`src/rtl/calc_op_sequencer_if.sv`:
```
// Handshake and data bundle between the calculator sequencer, the button
// debouncers, the shared ALU and the display mux.
interface calc_op_sequencer_if #(
  parameter int DATA_W = 16,
  parameter int RES_W  = 32
);
  logic [DATA_W-1:0] bit_input;
  logic              b_up_add_out;
  logic              b_left_subtract_out;
  logic              b_right_multiply_out;
  logic              b_down_square_out;
  logic              b_mid_select_out;
  logic              alu_done;
  logic [RES_W-1:0]  alu_result;
  logic              alu_ovf;
  logic [DATA_W-1:0] operand_a;
  logic [DATA_W-1:0] operand_b;
  logic [1:0]        alu_op;
  logic              alu_start;
  logic [DATA_W-1:0] display_value;
  logic [1:0]        display_mode;
  logic              busy;
  logic              error;

  // Sequencer side: it launches the ALU and drives the display.
  modport master (
    input  bit_input, b_up_add_out, b_left_subtract_out, b_right_multiply_out,
           b_down_square_out, b_mid_select_out, alu_done, alu_result, alu_ovf,
    output operand_a, operand_b, alu_op, alu_start, display_value,
           display_mode, busy, error
  );

  // Environment side: switches, buttons and the ALU.
  modport slave (
    output bit_input, b_up_add_out, b_left_subtract_out, b_right_multiply_out,
           b_down_square_out, b_mid_select_out, alu_done, alu_result, alu_ovf,
    input  operand_a, operand_b, alu_op, alu_start, display_value,
           display_mode, busy, error
  );
endinterface

```
`src/rtl/calc_op_sequencer.sv`:
```
// Top-level control FSM of the switch-driven calculator: captures operands
// and opcode from debounced buttons, runs the multi-cycle ALU through a
// start/done handshake, and pages the 32-bit result onto the display.
// RES_W must be at least 2*DATA_W so both display pages exist.
module calc_op_sequencer #(
  parameter int DATA_W  = 16,
  parameter int RES_W   = 32,
  parameter int TIMEOUT = 64
) (
  input  logic                 clk,
  input  logic                 rst_n,
  calc_op_sequencer_if.master  bus
);

  localparam int CNT_W = (TIMEOUT > 2) ? $clog2(TIMEOUT) : 1;
  localparam logic [CNT_W-1:0] CNT_MAX = CNT_W'(TIMEOUT - 1);

  typedef enum logic [2:0] {
    S_ENTER_A, S_ENTER_B, S_START, S_WAIT, S_SHOW, S_ERR
  } state_t;

  // All-E pattern (nibble 4'hE repeated), truncated to DATA_W bits.
  function automatic logic [DATA_W-1:0] err_pattern();
    logic [DATA_W-1:0] p;
    for (int i = 0; i < DATA_W; i++) p[i] = ((i % 4) != 0);
    return p;
  endfunction

  state_t            state_q, state_d;
  logic [DATA_W-1:0] operand_a_q, operand_a_d;
  logic [DATA_W-1:0] operand_b_q, operand_b_d;
  logic [1:0]        alu_op_q, alu_op_d;
  logic [RES_W-1:0]  result_q, result_d;
  logic [1:0]        display_mode_q, display_mode_d;
  logic [CNT_W-1:0]  cnt_q, cnt_d;
  logic              alu_start_q, alu_start_d;
  logic              busy_q, busy_d;
  logic              error_q, error_d;

  logic              op_any, btn_any;
  logic [1:0]        op_code;

  // Opcode decode with fixed priority add > sub > mul > square.
  always_comb begin
    op_any  = bus.b_up_add_out | bus.b_left_subtract_out |
              bus.b_right_multiply_out | bus.b_down_square_out;
    btn_any = op_any | bus.b_mid_select_out;
    if (bus.b_up_add_out)             op_code = 2'b00;
    else if (bus.b_left_subtract_out) op_code = 2'b01;
    else if (bus.b_right_multiply_out) op_code = 2'b10;
    else                              op_code = 2'b11;
  end

  // Next-state and next-register computation; outputs follow the next state.
  always_comb begin
    state_d        = state_q;
    operand_a_d    = operand_a_q;
    operand_b_d    = operand_b_q;
    alu_op_d       = alu_op_q;
    result_d       = result_q;
    display_mode_d = display_mode_q;
    cnt_d          = cnt_q;
    case (state_q)
      S_ENTER_A: begin
        if (bus.b_mid_select_out) begin
          operand_a_d    = bus.bit_input;
          display_mode_d = 2'b01;
          state_d        = S_ENTER_B;
        end
      end
      S_ENTER_B: begin
        // An operation outranks a coincident select, which is dropped.
        if (op_any) begin
          operand_b_d = bus.bit_input;
          alu_op_d    = op_code;
          state_d     = S_START;
        end else if (bus.b_mid_select_out) begin
          operand_a_d = bus.bit_input;
        end
      end
      S_START: begin
        cnt_d   = '0;
        state_d = S_WAIT;
      end
      S_WAIT: begin
        cnt_d = cnt_q + 1'b1;
        // A done arriving on the timeout cycle still counts as success.
        if (bus.alu_done) begin
          if (bus.alu_ovf) begin
            state_d = S_ERR;
          end else begin
            result_d       = bus.alu_result;
            display_mode_d = 2'b10;
            state_d        = S_SHOW;
          end
        end else if (cnt_q == CNT_MAX) begin
          state_d = S_ERR;
        end
      end
      S_SHOW: begin
        if (op_any) begin
          display_mode_d = 2'b00;
          state_d        = S_ENTER_A;
        end else if (bus.b_mid_select_out) begin
          display_mode_d = {1'b1, ~display_mode_q[0]};
        end
      end
      S_ERR: begin
        if (btn_any) begin
          display_mode_d = 2'b00;
          state_d        = S_ENTER_A;
        end
      end
      default: state_d = S_ENTER_A;
    endcase
    alu_start_d = (state_d == S_START);
    busy_d      = (state_d == S_START) || (state_d == S_WAIT);
    error_d     = (state_d == S_ERR);
  end

  // State and output registers; reset aborts any operation in flight.
  always_ff @(posedge clk or negedge rst_n) begin
    if (!rst_n) begin
      state_q        <= S_ENTER_A;
      operand_a_q    <= '0;
      operand_b_q    <= '0;
      alu_op_q       <= '0;
      result_q       <= '0;
      display_mode_q <= 2'b00;
      cnt_q          <= '0;
      alu_start_q    <= 1'b0;
      busy_q         <= 1'b0;
      error_q        <= 1'b0;
    end else begin
      state_q        <= state_d;
      operand_a_q    <= operand_a_d;
      operand_b_q    <= operand_b_d;
      alu_op_q       <= alu_op_d;
      result_q       <= result_d;
      display_mode_q <= display_mode_d;
      cnt_q          <= cnt_d;
      alu_start_q    <= alu_start_d;
      busy_q         <= busy_d;
      error_q        <= error_d;
    end
  end

  // Display mux: live switches while entering, result pages, or error pattern.
  always_comb begin
    bus.display_value = bus.bit_input;
    if (state_q == S_SHOW)
      bus.display_value = display_mode_q[0] ? result_q[2*DATA_W-1:DATA_W]
                                            : result_q[DATA_W-1:0];
    else if (state_q == S_ERR)
      bus.display_value = err_pattern();
  end

  assign bus.operand_a    = operand_a_q;
  assign bus.operand_b    = operand_b_q;
  assign bus.alu_op       = alu_op_q;
  assign bus.alu_start    = alu_start_q;
  assign bus.display_mode = display_mode_q;
  assign bus.busy         = busy_q;
  assign bus.error        = error_q;

endmodule

```
`src/flat_wrapper.sv`:
```
// flat-port wrapper written by rule: the top's interface ports become plain ports
module calc_op_sequencer_flat 
#(
  parameter int DATA_W  = 16,
  parameter int RES_W   = 32,
  parameter int TIMEOUT = 64
)
  (clk, rst_n, bus_bit_input, bus_b_up_add_out, bus_b_left_subtract_out, bus_b_right_multiply_out, bus_b_down_square_out, bus_b_mid_select_out, bus_alu_done, bus_alu_result, bus_alu_ovf, bus_operand_a, bus_operand_b, bus_alu_op, bus_alu_start, bus_display_value, bus_display_mode, bus_busy, bus_error);
  calc_op_sequencer_if #(.DATA_W(DATA_W), .RES_W(RES_W)) bus_i ();
  input  logic clk;
  input  logic rst_n;
  input wire logic [$bits(bus_i.bit_input)-1:0] bus_bit_input;
  input wire logic [$bits(bus_i.b_up_add_out)-1:0] bus_b_up_add_out;
  input wire logic [$bits(bus_i.b_left_subtract_out)-1:0] bus_b_left_subtract_out;
  input wire logic [$bits(bus_i.b_right_multiply_out)-1:0] bus_b_right_multiply_out;
  input wire logic [$bits(bus_i.b_down_square_out)-1:0] bus_b_down_square_out;
  input wire logic [$bits(bus_i.b_mid_select_out)-1:0] bus_b_mid_select_out;
  input wire logic [$bits(bus_i.alu_done)-1:0] bus_alu_done;
  input wire logic [$bits(bus_i.alu_result)-1:0] bus_alu_result;
  input wire logic [$bits(bus_i.alu_ovf)-1:0] bus_alu_ovf;
  output wire logic [$bits(bus_i.operand_a)-1:0] bus_operand_a;
  output wire logic [$bits(bus_i.operand_b)-1:0] bus_operand_b;
  output wire logic [$bits(bus_i.alu_op)-1:0] bus_alu_op;
  output wire logic [$bits(bus_i.alu_start)-1:0] bus_alu_start;
  output wire logic [$bits(bus_i.display_value)-1:0] bus_display_value;
  output wire logic [$bits(bus_i.display_mode)-1:0] bus_display_mode;
  output wire logic [$bits(bus_i.busy)-1:0] bus_busy;
  output wire logic [$bits(bus_i.error)-1:0] bus_error;
  assign bus_i.bit_input = bus_bit_input;
  assign bus_i.b_up_add_out = bus_b_up_add_out;
  assign bus_i.b_left_subtract_out = bus_b_left_subtract_out;
  assign bus_i.b_right_multiply_out = bus_b_right_multiply_out;
  assign bus_i.b_down_square_out = bus_b_down_square_out;
  assign bus_i.b_mid_select_out = bus_b_mid_select_out;
  assign bus_i.alu_done = bus_alu_done;
  assign bus_i.alu_result = bus_alu_result;
  assign bus_i.alu_ovf = bus_alu_ovf;
  assign bus_operand_a = bus_i.operand_a;
  assign bus_operand_b = bus_i.operand_b;
  assign bus_alu_op = bus_i.alu_op;
  assign bus_alu_start = bus_i.alu_start;
  assign bus_display_value = bus_i.display_value;
  assign bus_display_mode = bus_i.display_mode;
  assign bus_busy = bus_i.busy;
  assign bus_error = bus_i.error;
  calc_op_sequencer #(.DATA_W(DATA_W), .RES_W(RES_W), .TIMEOUT(TIMEOUT)) u_core (.clk(clk), .rst_n(rst_n), .bus(bus_i));
endmodule
```
`config.mk`:
```
export PLATFORM = sky130hd
export DESIGN_NAME = calc_op_sequencer_flat
export DESIGN_NICKNAME = d
export VERILOG_FILES = /design/src/rtl/calc_op_sequencer_if.sv /design/src/rtl/calc_op_sequencer.sv /design/src/flat_wrapper.sv
export SDC_FILE = /design/constraint.sdc
export NUM_CORES = 1
export LEC_CHECK = 0
export CAP_MARGIN = 20
export CORE_ASPECT_RATIO = 1.2
export CORE_MARGIN = 4
export CORE_UTILIZATION = 46
export DETAILED_ROUTE_END_ITERATION = 10
export PLACE_DENSITY_LB_ADDON = 0.1
export SYNTH_ARGS = -nofsm -noshare
export SYNTH_HDL_FRONTEND = slang
export SYNTH_SLANG_ARGS = --single-unit
```
`constraint.sdc`:
```
create_clock -name clk -period 2.4 [get_ports clk]
set_clock_uncertainty 0.1 [all_clocks]
set_input_delay 0.72 -clock clk [delete_from_list [all_inputs] [get_ports clk]]
set_output_delay 0.72 -clock clk [all_outputs]
set_load 0.05 [all_outputs]
```
* Word-level counts from Yosys, hierarchy flattened *
Cells that the tools add are included.

operators by class
  add/subtract/negate cells = 1
  eq/ne operators = 15
  multiplexer cells = 25
  bitwise logic cells = 6
  reduce and logical (&&, ||, !) cells = 9

operator list
  kind                                           count
  2-to-1 mux 16 bit                              5
  one-hot mux 16 bit (2 select lines)            1
  2-to-1 mux 3 bit                               6
  one-hot mux 3 bit (6 select lines)             1
  2-to-1 mux 2 bit                               8
  == test 3 x 2 -> 1 bit, second input constant  4
  one-hot mux 6 bit (2 select lines)             1
  == test 3 bit, second input constant           3
  != test 2 bit, second input constant           4
  one-hot mux 2 bit (4 select lines)             1
  adder 6 x 1 -> 6 bit, second input constant    1
  == test 6 bit, second input constant           1
  AND reduction 6 bit                            1
  OR 1 bit                                       4
  AND reduction 2 bit                            2
  nonzero test 2 bit                             2
  nonzero test 4 bit                             1
  == test 3 x 1 -> 1 bit, second input constant  1
  zero test 3 bit                                1
  != test 3 x 2 -> 1 bit, second input constant  1
  AND reduction 3 bit                            1
  2-to-1 mux 1 bit                               2
  != test 2 x 1 -> 1 bit, second input constant  1
  NOT 1 bit                                      2
  logical OR 1 bit                               1

word-level totals
  bits in registers = 80
  output and inout bits = 55
  logic and storage cells = 66

* Logic depth before layout (Yosys ltp) *
Gate-level depths: netlist of the first run.

  depth in word-level cells = 8
  gate-level depth with buffers = 6
  mapped depth without buffers = 5

* Worst setup path after synthesis of the first run *
No wires, ideal clock.

  path type = register to output
  start = register u_core.display_mode_q[0] (netlist: u_core.bus.display_mode[0])
  end = output bus_display_value[0]
  data arrival time = 2,101 ps
  slack = -521 ps
  stages on the path, launching flop included = 4
  buffers on the path = 1
  cell sequence = dfrtp_1 -> buf_2 -> mux2i_1 -> o21ai_0

between the ends
  longest elaborated chain between the ends = 2

RTL lines
  element                 line                      source
  start, declared         calc_op_sequencer.sv:34   logic [1:0] display_mode_q, display_mode_d;
  start signal, assigned  calc_op_sequencer.sv:140  display_mode_q <= display_mode_d;
  2-to-1 mux 16 bit       calc_op_sequencer.sv:152  bus.display_value = display_mode_q[0] ? result_q[2*DATA_W-1:DATA_W]
  2-to-1 mux 16 bit       calc_op_sequencer.sv:151  if (state_q == S_SHOW)
  end, declared           flat_wrapper.sv:25        output wire logic [$bits(bus_i.display_value)-1:0] bus_display_value;

Every way passes these cells.

* Worst setup path in the final report of the first run *
  start = register u_core.display_mode_q[0] (netlist: u_core.bus.display_mode[0])
  end = output bus_display_value[15]

The elaborated chain is that of the path after synthesis.

==> results.cfg, run 1 <==
[final_layout]
final-instance-count-excl-fill = 547
nets = 510
diodes = 0
fillers = 538
area_growth_pct = 52.81
drive_gt1_frac = 0.3414
final_core_util = 0.7356
final_area_sq_mm = 0.005445

[critical_path]
worst_path_largest_cell_delay_ns = 0.54
end_kind = output pin
crit_chain = buf_8 -> mux2i_2 -> a21oi_2 -> buf_6
crit_fanout = 6
worstReg2RegEnd = u_core.bus.alu_op[1]$_DFFE_PN0P_
r2r-start = u_core.state_q[2]$_DFF_PN0_
crit_type = reg2out
cp-start-kind = flip-flop
reg2reg_slack_ns = 0.52
critPathArrivalTime_ns = 1.59
cp_data_required_time_ns = 1.58
rr_worst_depth = 5
crit_path_top_delay_cell = dfrtp_4

[status]
status = finished, violations left
violations = negative setup slack

[synthesis]
yosysTopAreaCell = dfrtp_1
syn_area_per_cell_sq_um = 11.61
yosysMostFrequentCell = dfrtp_1
ys_warn_count = 0
synthesis.area_sq_mm = 0.003563
ys_ff_latch = 80
synth_edf_count = 0
ys_seq_area_frac = 0.5618
synth_cell_types = 35
synth_fp_nets = 365
ys.flop_type = dfrtp_1
syn-instance-count = 307
synthTopCellsByArea = dfrtp_1 (56%), mux2_2 (12%), nand2_1 (7.1%)
synth_common_cells = dfrtp_1 (80), nand2_1 (67), mux2_2 (39)
synth_top_area_share = 0.5618
async_flop_share = 1.000

[sta]
rsz0062_at_grt = yes
worst_slew_pin_slew_ns = 0.5316
max_freq_mhz = 415.4
maxSlewHeadroom = 0.6445
finalHoldViolCount = 0
finalCritPeriodShare = 1.003
finalMaxSlewViolations = 0
layout_setup_ws_ns = -0.007105
setup-tns-final_ns = -0.01222
setup_viol = 2
fin_crit_ns = 2.407

[place]
dp_hpwl_um = 6915
dp_cells = 527
placed_area_sq_mm = 0.005077
port_buffers = 111
gp_congestion = 0.7991

[grt]
grtUsageTotal = 0.2083
grt_max_degree = 39
grt_pass1_vias = 2946
grt-ovfl-total = 0
antenna_found_initial = 0
grt_pass1_wl_um = 14660

[floorplan]
dieWidth_um = 88.35
core-area_sq_mm = 0.007402
io_pins = 112
num_rows = 34
die_area_sq_mm = 0.009225
initial_core_util = 0.4814
fp.dieH_um = 104.4

[route]
wl_per_cell_um = 16.55
drc = 0
drt_iter0_markers = 73
routed_via_density = 5.122
wirelength_um = 9054
ant_nets = 0
dr.pass1.iters = 4
vias = 2802

[cts]
htreeDepth = 3
clock_sinks = 80
clk_pin_slew_ns = 0.08
numCtsBuffers = 9
clk_latency_ns = 0.35
clockBufferDepth = 2
cts_tree = yes
root_buffer = clkbuf_8

[pwr]
peakVddDrop_uv = 1006
p_total_mw = 7.669
p_leak_nw = 2.594
powerDensity_mw_per_mm2 = 1408

[min_path]
min_path_type = in2async

[run]
maxCapViolCount = 0
final cells by class:
cell class              instances  area [sq um]  share of cell area
inverters                       4         15.01            0.002757
multi-input cells             209          1577              0.2895
well taps                      90         112.6             0.02068
clock inverters                 6         58.81             0.01080
flip-flops and latches         80          2008              0.3688
clock buffers                  10         137.6             0.02528
repair buffers                148          1536              0.2822
logic make-up after synthesis:
group / Yosys count / share of synthesized area
adder cells (fa/ha/maj): 1 / 0.003511
flip-flops: 80 / 0.5618
AO/OA/AOI/OAI: 36 / 0.05969
AND/OR/NAND/NOR: 104 / 0.1282
buffers and inverters: 18 / 0.02774
multiplexers: 68 / 0.2191
worst max-delay path by stage:
stage                                                      start                                      to  slack (ns)  cells after the start
after floorplan                      u_core.state_q[1]$_DFF_PN0_                    bus_display_value[0]       -0.15                      4
after global placement                     bus_b_down_square_out  u_core.bus.display_mode[0]$_DFFE_PN0P_       -0.17                      5
after detailed placement                   bus_b_down_square_out  u_core.bus.display_mode[0]$_DFFE_PN0P_       -0.22                      5
after CTS                 u_core.bus.display_mode[0]$_DFFE_PN0P_                   bus_display_value[15]       -0.02                      4
after global routing                 u_core.state_q[1]$_DFF_PN0_                    bus_display_value[7]       -0.06                      5
final                     u_core.bus.display_mode[0]$_DFFE_PN0P_                   bus_display_value[15]      -0.007                      4
worst max-delay path, delay by kind of cell, from the launching register on:
kind                   cells  cell delay (ns)
AOI/OAI and AO/OA          1             0.19
buffers and inverters      2             0.35
DFF                        1             0.54
muxes                      1             0.16
repair_timing:
item | in CTS | in global routing
gates resized for setup | 36 | 15
setup endpoints to repair | 16 | 22
pin swaps | 1 | 6
hold buffers | 0 | 0
buffers inserted | 4 | 0
power by group:
group          leakage (nW)  total (mW)  switching, mW  internal, mW
clock                 0.106       0.973          0.470         0.503
combinational          1.52        4.23           2.45          1.79
sequential            0.971        2.46          0.450          2.01
total                  2.59        7.67           3.37          4.30
through the flow:
stage	setup WS (ns)	hold slack, ns
6_report	-0.007105	0.1592
4_1_cts	-0.02048	0.1616
2_1_floorplan	-0.1485	0.3244
3_5_place_dp	-0.2230	0.3641
5_1_grt	-0.05805	0.1744
3_3_place_gp	-0.1669	0.3580
layer usage:
layer,up-vias,global-route usage,wire (um)
met1,1362,0.2712,3797
met2,83,0.3332,4554
li1,1345,-,-
met3,12,0.04754,561
met4,0,0.08099,140
met5,-,0,0
registers in the layout (all words and copies together) (netlist names):
register                 count
u_core.bus.alu_op            2
u_core.bus.alu_start         1
u_core.bus.busy              1
u_core.bus.display_mode      2
u_core.bus.error             1
u_core.bus.operand_a        16
u_core.bus.operand_b        16
u_core.cnt_q                 6
u_core.result_q             32
u_core.state_q               3
cell usage in the layout (no fill, tap or decap), drive strengths merged, types with 2 or more instances in the layout:
master         netlist  routed
nand2               67      67
nand2b               4       4
a21oi               15      15
inv                  4       4
nand3                3       3
and2                 2       2
dfrtp               80      80
clkdlybuf4s50        0      73
clkinv               0       5
nor2                18      18
dlygate4sd2          0       9
nor2b                3       3
mux2                50      50
nor3                 2       2
o22ai                2       2
o21ai               12      12
mux2i               18      18
a31oi                2       2
buf                 12      56
clkbuf               2      10
o31ai                2       2
dlymetal6s2s         0      10
Note: power is estimated with default switching activity, not from simulation.
==> run 2, diff against run 1 <==
--- a/config.mk
+++ b/config.mk
@@ -10,6 +10,7 @@
 export CORE_MARGIN = 4
 export CORE_UTILIZATION = 46
 export DETAILED_ROUTE_END_ITERATION = 10
+export GPL_TIMING_DRIVEN = 0
 export PLACE_DENSITY_LB_ADDON = 0.1
 export SYNTH_ARGS = -nofsm -noshare
 export SYNTH_HDL_FRONTEND = slang
==> results.cfg, run 2 (synthesized netlist as in run 1, its figures left out) <==
[final_layout]
nets = 494
final_cell_mix = clkdlybuf4s50_1 (86), dfrtp_1 (78), nand2_1 (66), mux2_2 (39), buf_6 (20)
diodes = 0
final_common_cell = clkdlybuf4s50_1
largest_reg_flops = 32
drive_gt1_frac = 0.3265
top_register = u_core.result_q
area_growth_pct = 47.65

[sta]
setup_viol = 15
fin_crit_ns = 2.467
worst_slew_pin_slew_ns = 0.5399
finalMaxSlewViolations = 0
rsz0062_at_grt = yes
finalCritPeriodShare = 1.028
whs_ns = 0.2240
maxSlewHeadroom = 0.6395
layout_setup_ws_ns = -0.06709
max_freq_mhz = 405.3
finalHoldViolCount = 0

[critical_path]
worst_path_largest_cell_delay_ns = 0.56
cp_data_required_time_ns = 1.58
crit_chain = clkdlybuf4s50_1 -> nand2_1 -> o21ai_2 -> buf_6
cp_top_family = buffers and inverters
crit_fanout = 3
cp-start-kind = input pin
crit_type = in2out
end_kind = output pin
cp.buffers_inverters = 2
critPathArrivalTime_ns = 1.65
crit_path_top_delay_cell = clkdlybuf4s50_1

[cts]
clock_sinks = 80
root_buffer = clkbuf_8
clk_pin_slew_ns = 0.08
numCtsBuffers = 9
clockBufferDepth = 2
cts_hold_buf = 0
cts_tree = yes
clk_latency_ns = 0.33
htreeDepth = 3

[pwr]
p_leak_nw = 2.413
peakVddDrop_uv = 978.0
powerDensity_mw_per_mm2 = 1424
p_total_mw = 7.490

[route]
routed_via_density = 5.158
wl_per_cell_um = 16.73
ant_nets = 0
drc = 0
wirelength_um = 8881
dr.pass1.iters = 4
vias = 2739
drt_iter0_markers = 120

[floorplan]
die_area_sq_mm = 0.009225
num_rows = 34
core-area_sq_mm = 0.007402
initial_core_util = 0.4814
io_pins = 112
dieWidth_um = 88.35
fp.dieH_um = 104.4

[grt]
grt_pass1_vias = 2815
grtUsageTotal = 0.2006
grt_pass1_wl_um = 14350
antenna_found_initial = 0
grt_max_degree = 49
grt-ovfl-total = 0

[status]
status = finished, violations left
violations = negative setup slack

[run]
maxCapViolCount = 0

[place]
gp_congestion = 0.7796
port_buffers = 111
dp_hpwl_um = 6697

[min_path]
min_path_type = in2async
## run 2: through the flow
stage / worst slack (ns) / utilization / cell area, sq um / setup TNS, ns / instances
after floorplan: -0.1485 / - / 3625 / -0.9267 / 307
after global placement: -2.623 / 0.6550 / 4848 / -201.43 / 508
after detailed placement: -0.7909 / 0.6584 / 4873 / -16.62 / 509
after CTS: -0.07678 / 0.7045 / 5215 / -0.8074 / 529
after global routing: -0.1183 / 0.7108 / 5261 / -1.538 / 531
final: -0.06709 / 0.7108 / 5261 / -0.4427 / 531
## run 2: final cells by class
type | count | area (sq um)
buffer | 14 | 122.6
timing repair buffer | 118 | 1206
sequential | 80 | 2004
fill | 574 | 2141
clock buffer | 10 | 137.6
clock inverter | 6 | 43.79
inverter | 4 | 15.01
tap | 90 | 112.6
multi-input combinational | 209 | 1619
## run 2: timing repair
| item | CTS | global route |
|---|---|---|
| resized for setup | 153 | 8 |
| buffers inserted | 3 | 2 |
| gates cloned | 1 | 0 |
| endpoints found under the setup margin | 16 | 18 |
| pin swaps | 0 | 1 |
## run 2: final timing paths
kind | start | to | slack, ns | cells past startpoint
setup / recovery | bus_bit_input[8] | bus_display_value[8] | -0.07 | 4
hold / removal | rst_n | u_core.cnt_q[5]$_DFFE_PN0P_ | 0.22 | 1
setup reg to reg | u_core.state_q[1]$_DFF_PN0_ | u_core.bus.operand_a[12]$_DFFE_PN0P_ | 0.30 | 7
hold reg to reg | u_core.bus.operand_b[3]$_DFFE_PN0P_ | u_core.bus.operand_b[3]$_DFFE_PN0P_ | 0.38 | 2
max in group asynchronous | rst_n | u_core.result_q[5]$_DFFE_PN0P_ | 1.40 | 2
min in group clk | u_core.bus.operand_b[3]$_DFFE_PN0P_ | u_core.bus.operand_b[3]$_DFFE_PN0P_ | 0.38 | 2
## run 2: metal layers
layer,part of all wire,track usage,vias to the layer above,wire length [um]
met4,0.012,0.05616,0,108
met2,0.50,0.3187,90,4432
li1,-,-,1304,-
met3,0.064,0.04675,8,566
met5,0,0,-,0
met1,0.42,0.2730,1337,3772
## run 2: power breakdown
group	internal [mW]	switching [mW]
Combinational	1.72	2.47
Sequential	2.00	0.399
Clock	0.408	0.491
## run 2: worst reg2reg max path, delay by kind of cell, from the launching register on
family | cells | cell delay, ns
muxes | 1 | 0.31
AOI/OAI and AO/OA | 1 | 0.22
and+or+nand+nor | 1 | 0.31
buffers and inverters | 4 | 0.63
DFF | 1 | 0.42
==> run 3, diff against run 2 <==
--- a/config.mk
+++ b/config.mk
@@ -5,8 +5,6 @@
 export SDC_FILE = /design/constraint.sdc
 export NUM_CORES = 1
 export LEC_CHECK = 0
-export CAP_MARGIN = 20
-export CORE_ASPECT_RATIO = 1.2
 export CORE_MARGIN = 4
 export CORE_UTILIZATION = 46
 export DETAILED_ROUTE_END_ITERATION = 10
==> results.cfg, run 3 (synthesized netlist as in run 1, its figures left out) <==
[status]
status = finished, violations left
violations = negative setup slack

[critical_path]
cp.depth = 6
crit_path_top_delay_cell = dfrtp_1
cp_data_required_time_ns = 1.58
endpoint = bus_display_value[5]
crit_start = u_core.state_q[1]$_DFF_PN0_
reg2reg_slack_ns = 0.48
worstReg2RegEnd = u_core.bus.operand_a[8]$_DFFE_PN0P_
crit_type = reg2out
crit_path_frequent_cell = buf_6
cp-start-kind = flip-flop
r2r-start = u_core.state_q[1]$_DFF_PN0_
worst_path_largest_cell_delay_ns = 0.43
rr_worst_depth = 6
crit_chain = buf_6 -> nor2b_4 -> buf_6 -> nor2_1 -> a21oi_2 -> buf_6
cp.buffers_inverters = 3
end_kind = output pin
cp_top_family = buffers and inverters
critPathArrivalTime_ns = 1.64
crit_fanout = 6

[route]
wirelength_um = 8855
drc = 0
ant_nets = 0
routed_via_density = 5.120
dr.pass1.iters = 4
vias = 2770
drt_iter0_markers = 72
wl_per_cell_um = 16.37

[sta]
finalHoldViolCount = 0
finalCritPeriodShare = 1.024
max_freq_mhz = 407.0
worst_slew_pin_slew_ns = 0.5398
layout_setup_ws_ns = -0.05725
rsz0062_at_grt = yes
setup-tns-final_ns = -0.4721
maxSlewHeadroom = 0.6395
setup_viol = 14
fin_crit_ns = 2.457
finalMaxSlewViolations = 0

[place]
port_buffers = 111
gp_congestion = 0.8581
placed_area_sq_mm = 0.004885
dp_hpwl_um = 6690
dp_slack_ns = -0.7655

[floorplan]
die_area_sq_mm = 0.009219
initial_core_util = 0.4810
io_pins = 112
num_rows = 31
dieWidth_um = 96.02
fp.dieH_um = 96.02
core-area_sq_mm = 0.007408

[pwr]
p_leak_nw = 2.463
peakVddDrop_uv = 595.9
powerDensity_mw_per_mm2 = 1448

[final_layout]
largest_reg_flops = 32
drive_gt1_frac = 0.3190
area_growth_pct = 49.40
final_area_sq_mm = 0.005324
final_common_cell = clkdlybuf4s50_1
nets = 495
final_cell_mix = clkdlybuf4s50_1 (80), dfrtp_1 (78), nand2_1 (66), mux2_2 (39), buf_6 (20)
diodes = 0
top_register = u_core.result_q

[cts]
numCtsBuffers = 9
clock_sinks = 80
clockBufferDepth = 2
cts_tree = yes
htreeDepth = 3
root_buffer = clkbuf_8
cts_hold_buf = 0
clk_pin_slew_ns = 0.08
clk_latency_ns = 0.34

[grt]
grtUsageTotal = 0.1966
grt_pass1_vias = 2756
antenna_found_initial = 0
grt_max_degree = 47
grt_pass1_wl_um = 13590
grt-ovfl-total = 0

[run]
maxCapViolCount = 0

[min_path]
min_path_type = in2async
==> run 3: cell count changes in the layout (fill, tap and decap cells not counted), sizes merged <==
cell | before | now
clkinvlp | 1 | 2
dlygate4sd2 | 4 | 9
clkdlybuf4s50 | 86 | 80
clkbuf | 12 | 13
dlymetal6s2s | 4 | 5
bufinv | 0 | 2
clkinv | 4 | 2
inv | 5 | 4
==> run 3: stage by stage <==
step | hold slack [ns] | total power [mW] | instances | util
2_1_floorplan | 0.3244 | 5.107 | 307 | -
3_3_place_gp | 0.3573 | 6.306 | 517 | 0.6560
3_5_place_dp | 0.3625 | 6.413 | 518 | 0.6593
4_1_cts | 0.2254 | 7.727 | 538 | 0.7109
5_1_grt | 0.2355 | 8.127 | 541 | 0.7186
6_report | 0.2188 | 7.707 | 541 | 0.7186
==> run 3: how the worst min path moves through the flow <==
stage	to	slack, ns	from	depth (start not counted)
floorplan	u_core.bus.alu_op[0]$_DFFE_PN0P_	0.32	rst_n	0
CTS	u_core.bus.operand_b[0]$_DFFE_PN0P_	0.23	rst_n	1
detailed placement	u_core.bus.operand_b[8]$_DFFE_PN0P_	0.36	u_core.bus.operand_b[8]$_DFFE_PN0P_	2
finish	u_core.bus.operand_b[0]$_DFFE_PN0P_	0.22	rst_n	1
global placement	u_core.bus.operand_b[1]$_DFFE_PN0P_	0.36	u_core.bus.operand_b[1]$_DFFE_PN0P_	2
global route	u_core.bus.operand_a[6]$_DFFE_PN0P_	0.24	rst_n	1
==> run 3: routing by layer <==
layer	GRT usage	share of wire	wire (um)	vias up
li1	-	-	-	1309
met1	0.2647	0.44	3911	1349
met2	0.3071	0.47	4196	101
met3	0.04691	0.069	611	11
met4	0.07583	0.015	134	0
met5	0	0	0	-
==> run 3: final cells by class <==
class                           instances  area (sq um)
Fill cell                             529          2085
Clock inverter                          6         92.59
Buffer                                 14         136.4
Inverter                                4         15.01
Sequential cell                        80          2004
Multi-Input combinational cell        209          1604
Tap cell                               99         123.9
Timing Repair Buffer                  119          1210
Clock buffer                           10         137.6
==> run 3: repair_timing <==
| item | CTS | global route |
|---|---|---|
| setup buffers | 3 | 3 |
| setup endpoints to repair | 16 | 21 |
| resized for setup | 151 | 13 |
| gates cloned | 1 | 0 |
| pin swaps | 5 | 2 |
==> run 3: report_power, final <==
part           internal (mW)  switching, mW
sequential              2.00          0.373
clock                  0.617          0.495
combinational           1.70           2.52
